==> src/rtl/mux_bank16_pkg.sv <==
// Shared constants for the mux_bank16 selector bank.
// Data width default and select-bus width live here so every file agrees.
package mux_bank16_pkg;

  localparam int unsigned DEFAULT_WIDTH = 16;
  localparam int unsigned SEL_WIDTH     = 3;

endpackage : mux_bank16_pkg

==> src/rtl/mux_bank16_mux2_w.sv <==
// WIDTH-bit 2:1 selector, the leaf cell of every mux tree in mux_bank16.
// Plain conditional so X/Z on the select propagates with standard semantics.
module mux2_w
  import mux_bank16_pkg::*;
#(
  parameter int unsigned WIDTH = DEFAULT_WIDTH
) (
  input  logic [WIDTH-1:0] i_in0,
  input  logic [WIDTH-1:0] i_in1,
  input  logic             i_sel,
  output logic [WIDTH-1:0] o_out
);

  assign o_out = i_sel ? i_in1 : i_in0;

endmodule : mux2_w

==> src/rtl/mux_bank16.sv <==
// 2-, 4- and 8-way selectors sharing one data set and select bus, each with a
// combinational output and a one-cycle registered copy cleared by async reset.
module mux_bank16
  import mux_bank16_pkg::*;
#(
  parameter int unsigned WIDTH = DEFAULT_WIDTH
) (
  input  logic                 clk,
  input  logic                 rst_n,
  input  logic [WIDTH-1:0]     a,
  input  logic [WIDTH-1:0]     b,
  input  logic [WIDTH-1:0]     c,
  input  logic [WIDTH-1:0]     d,
  input  logic [WIDTH-1:0]     e,
  input  logic [WIDTH-1:0]     f,
  input  logic [WIDTH-1:0]     g,
  input  logic [WIDTH-1:0]     h,
  input  logic [SEL_WIDTH-1:0] sel,
  output logic [WIDTH-1:0]     mux,
  output logic [WIDTH-1:0]     mux4,
  output logic [WIDTH-1:0]     mux8,
  output logic [WIDTH-1:0]     mux_q,
  output logic [WIDTH-1:0]     mux4_q,
  output logic [WIDTH-1:0]     mux8_q
);

  logic [WIDTH-1:0] w_ab;
  logic [WIDTH-1:0] w_cd;
  logic [WIDTH-1:0] w_ef;
  logic [WIDTH-1:0] w_gh;
  logic [WIDTH-1:0] w_abcd;
  logic [WIDTH-1:0] w_efgh;
  logic [WIDTH-1:0] w_all;

  logic [WIDTH-1:0] r_mux;
  logic [WIDTH-1:0] r_mux4;
  logic [WIDTH-1:0] r_mux8;

  // Level 1: pairwise on sel[0]; the a/b pair doubles as the 2-way result.
  mux2_w #(.WIDTH(WIDTH)) u_ab (.i_in0(a), .i_in1(b), .i_sel(sel[0]), .o_out(w_ab));
  mux2_w #(.WIDTH(WIDTH)) u_cd (.i_in0(c), .i_in1(d), .i_sel(sel[0]), .o_out(w_cd));
  mux2_w #(.WIDTH(WIDTH)) u_ef (.i_in0(e), .i_in1(f), .i_sel(sel[0]), .o_out(w_ef));
  mux2_w #(.WIDTH(WIDTH)) u_gh (.i_in0(g), .i_in1(h), .i_sel(sel[0]), .o_out(w_gh));

  // Level 2: two 4-way trees on sel[1].
  mux2_w #(.WIDTH(WIDTH)) u_abcd (
    .i_in0 (w_ab),
    .i_in1 (w_cd),
    .i_sel (sel[1]),
    .o_out (w_abcd)
  );

  mux2_w #(.WIDTH(WIDTH)) u_efgh (
    .i_in0 (w_ef),
    .i_in1 (w_gh),
    .i_sel (sel[1]),
    .o_out (w_efgh)
  );

  // Level 3: pick between the two 4-way trees on sel[2].
  mux2_w #(.WIDTH(WIDTH)) u_all (
    .i_in0 (w_abcd),
    .i_in1 (w_efgh),
    .i_sel (sel[2]),
    .o_out (w_all)
  );

  assign mux  = w_ab;
  assign mux4 = w_abcd;
  assign mux8 = w_all;

  always_ff @(posedge clk or negedge rst_n) begin
    if (!rst_n) begin
      r_mux  <= '0;
      r_mux4 <= '0;
      r_mux8 <= '0;
    end else begin
      r_mux  <= w_ab;
      r_mux4 <= w_abcd;
      r_mux8 <= w_all;
    end
  end

  assign mux_q  = r_mux;
  assign mux4_q = r_mux4;
  assign mux8_q = r_mux8;

endmodule : mux_bank16

==> config.mk <==
export PLATFORM = sky130hd
export DESIGN_NAME = mux_bank16
export DESIGN_NICKNAME = d
export VERILOG_FILES = /design/src/rtl/mux_bank16_pkg.sv /design/src/rtl/mux_bank16_mux2_w.sv /design/src/rtl/mux_bank16.sv
export SDC_FILE = /design/constraint.sdc
export NUM_CORES = 1
export LEC_CHECK = 0
export CELL_PAD_IN_SITES_DETAIL_PLACEMENT = 1
export CELL_PAD_IN_SITES_GLOBAL_PLACEMENT = 2
export CORE_MARGIN = 2
export CORE_UTILIZATION = 20
export CTS_CLUSTER_SIZE = 14
export DETAILED_ROUTE_END_ITERATION = 10
export HOLD_SLACK_MARGIN = 0.15
export PLACE_DENSITY_LB_ADDON = 0.2
export RECOVER_POWER = 50
export SKIP_CTS_REPAIR_TIMING = 1
export SYNTH_ARGS = -nofsm -noshare
export SYNTH_HDL_FRONTEND = slang
export SYNTH_HIERARCHICAL = 1
export SYNTH_SLANG_ARGS = --single-unit
==> constraint.sdc <==
create_clock -name clk -period 3.01 [get_ports clk]
set_input_delay 0.7525 -clock clk [delete_from_list [all_inputs] [get_ports clk]]
set_output_delay 0.7525 -clock clk [all_outputs]
set_load 0.02 [all_outputs]
==> metrics.yaml <==
via_count: 2543
place_area_sq_um: 5550
slew_viol_final: 0
grt_pass1_wl_microns: 17100
peakVddDrop_mv: 0.244
synth_nets: 307
grt_use_total_pct: 14.5
synth.avg_cell_area_sq_um: 16.9
synth_common_cells: "mux2_4, dfrtp_1, mux2_2, buf_12, buf_6"
ios: 229
max_freq_mhz: 336
routed_wl_microns: 12000
clockPowerShare_pct: 27.8
diodes: 0
p_sw_share_pct: 29.4
synth_top_area_share_pct: 40.8
grt_overflow_total: 0
htree_levels: 2
nFillCells: 1519
drive_gt1_share_pct: 39.9
switchingPower_uw: 697
ys.flop_type: "dfrtp_1"
gp_congestion: 0.729
post-route-worst-setup-slack_ns: 0.0296
final_hold_viol_count: 0
root_buffer: "clkbuf_16"
grt_pass1_vias: 2941
cts_tree: "done"
fp-row-count: 44
endpoint_kind: "output pin"
core_sq_um: 14500
yosysUniqueCellTypes: 5
async_flop_share_pct: 100
synth_seq_cells: 48
rsz0062_at_grt: "false"
seq_area_sq_um: 1200
synthTopCellsByArea: "dfrtp_1, mux2_4, mux2_2, buf_12, buf_6"
max_slew.worst_pin.slew_ns: 1.29
fin_nets: 571
numCtsBuffers: 5
die-area_sq_um: 15700
io_buffers: 228
wire_per_inst_microns: 19.2
yosysMostFrequentCell: "mux2_4"
pre_cts_ws_ns: -0.371
clockBufferDepth: 2
post-route-period-util_pct: 99.0
cp-start-kind: "input port"
cp-startpoint: "a[12]"
multiInputGateArea_sq_um: 1520
syn_area_sq_um: 2940
intPower_uw: 1680
fin_crit_ns: 2.98
pwr-share-comb_pct: 41.5
yosysWarnings: 6
firstDrtPassIters: 3
arrival_ns: 2.23
critPathRequiredTime_ns: 2.26
start_util_pct: 20.3
drc_errors: 0
powerDensity_nw_per_um2: 408
areaGrowthSynthToFinish_pct: 97.3
syn_inst: 174
antenna_found_initial: 0
grt_start_max_net_pins: 49
cts_sinks: 48
die_w_microns: 125
crit_fanout: 2
initialDrtViolationCount: 29
synth_edf_count: 0
dp_hpwl_microns: 9500
die_height_microns: 125
detail-route-antenna-nets: 0
worstSetupPathType: "input port to output pin"
cap_viol_max_count: 0
routed_via_density: 4.08
max-slew-margin-rel_pct: 13.7
setup_viol: 0
min_path_type: "input port to asynchronous set/reset pin"
synth-seq-area-share_pct: 40.8
leakage_uw: 0.00269
p_seq_share_pct: 30.7
clk_pin_slew_ns: 0.07
design_area_sq_um: 5810
yosys.area.top_type: "dfrtp_1"
outcome: "complete, no violations"
timing.hold.ws_ns: 0.815
==> kinds of logic (layout without fill, tap and decap cells) <==
group	count (synthesis)	after routing	share of synthesized area (%)
buffers and inverters	14	279	7.44
flip-flops	48	48	40.8
multiplexers	112	112	51.8
==> worst max path at each step <==
| stage | to | slack (ns) | cells after the start |
|---|---|---|---|
| 6_report | mux8[12] | 0.03 | 5 |
| 2_1_floorplan | mux8[10] | 0.27 | 5 |
| 5_1_grt | mux8[12] | 0.002 | 5 |
| 3_3_place_gp | mux8[5] | -0.37 | 5 |
| 4_1_cts | mux8[5] | -0.37 | 5 |
| 3_5_place_dp | mux8[5] | -0.37 | 5 |
==> layer usage <==
layer  up-vias  track usage, %  share of wire (%)
met5         -               0                  0
met4         0            3.14               0.84
met3         8            7.40                 12
met2       159            26.9                 51
met1      1219            14.4                 37
li1       1157               -                  -
==> metrics by stage <==
stage	TNS (ns)	instances	power, uW	utilization, %
detailed placement	-7.68	607	1750	38.3
finish	0	623	2370	40.1
global placement	-7.46	607	1740	38.3
global route	0	623	2480	40.1
CTS	-7.81	615	2430	39.5
floorplan	0	174	1200	-
==> cell usage in the layout, fill, tap and decap left out, types with 5 or more instances in the layout <==
cell type	count
mux2_2	41
buf_12	5
clkbuf_2	13
dfrtp_1	48
dlymetal6s2s_1	19
clkbuf_16	7
mux2_4	70
clkdlybuf4s50_1	193
buf_4	30
==> cell type report <==
cell class	count	area share [%]
Tap cell	184	3.96
Clock inverter	3	0.732
Clock buffer	5	2.15
Multi-Input combinational cell	112	26.2
Timing Repair Buffer	271	46.2
Sequential cell	48	20.7
==> worst max-delay path, stage by stage <==
cell and delay (ns):
clkdlybuf4s50_1 0.41, mux2_4 0.28, mux2_4 0.29, mux2_4 0.28, dlymetal6s2s_1 0.22
==> state kept, by name, summed over array words and instances, names as in the netlist <==
signal and cells:
mux8_q 16, mux_q 16, mux4_q 16
==> power by group through the flow <==
stage | logic (uW) | registers, uW | clock network, uW
finish | 985 | 728 | 659
global route | 1040 | 734 | 710
CTS | 1010 | 729 | 685
detailed placement | 1010 | 742 | 0
global placement | 1000 | 738 | 0
floorplan | 370 | 827 | 0
Note: power is estimated with default switching activity, not from simulation.
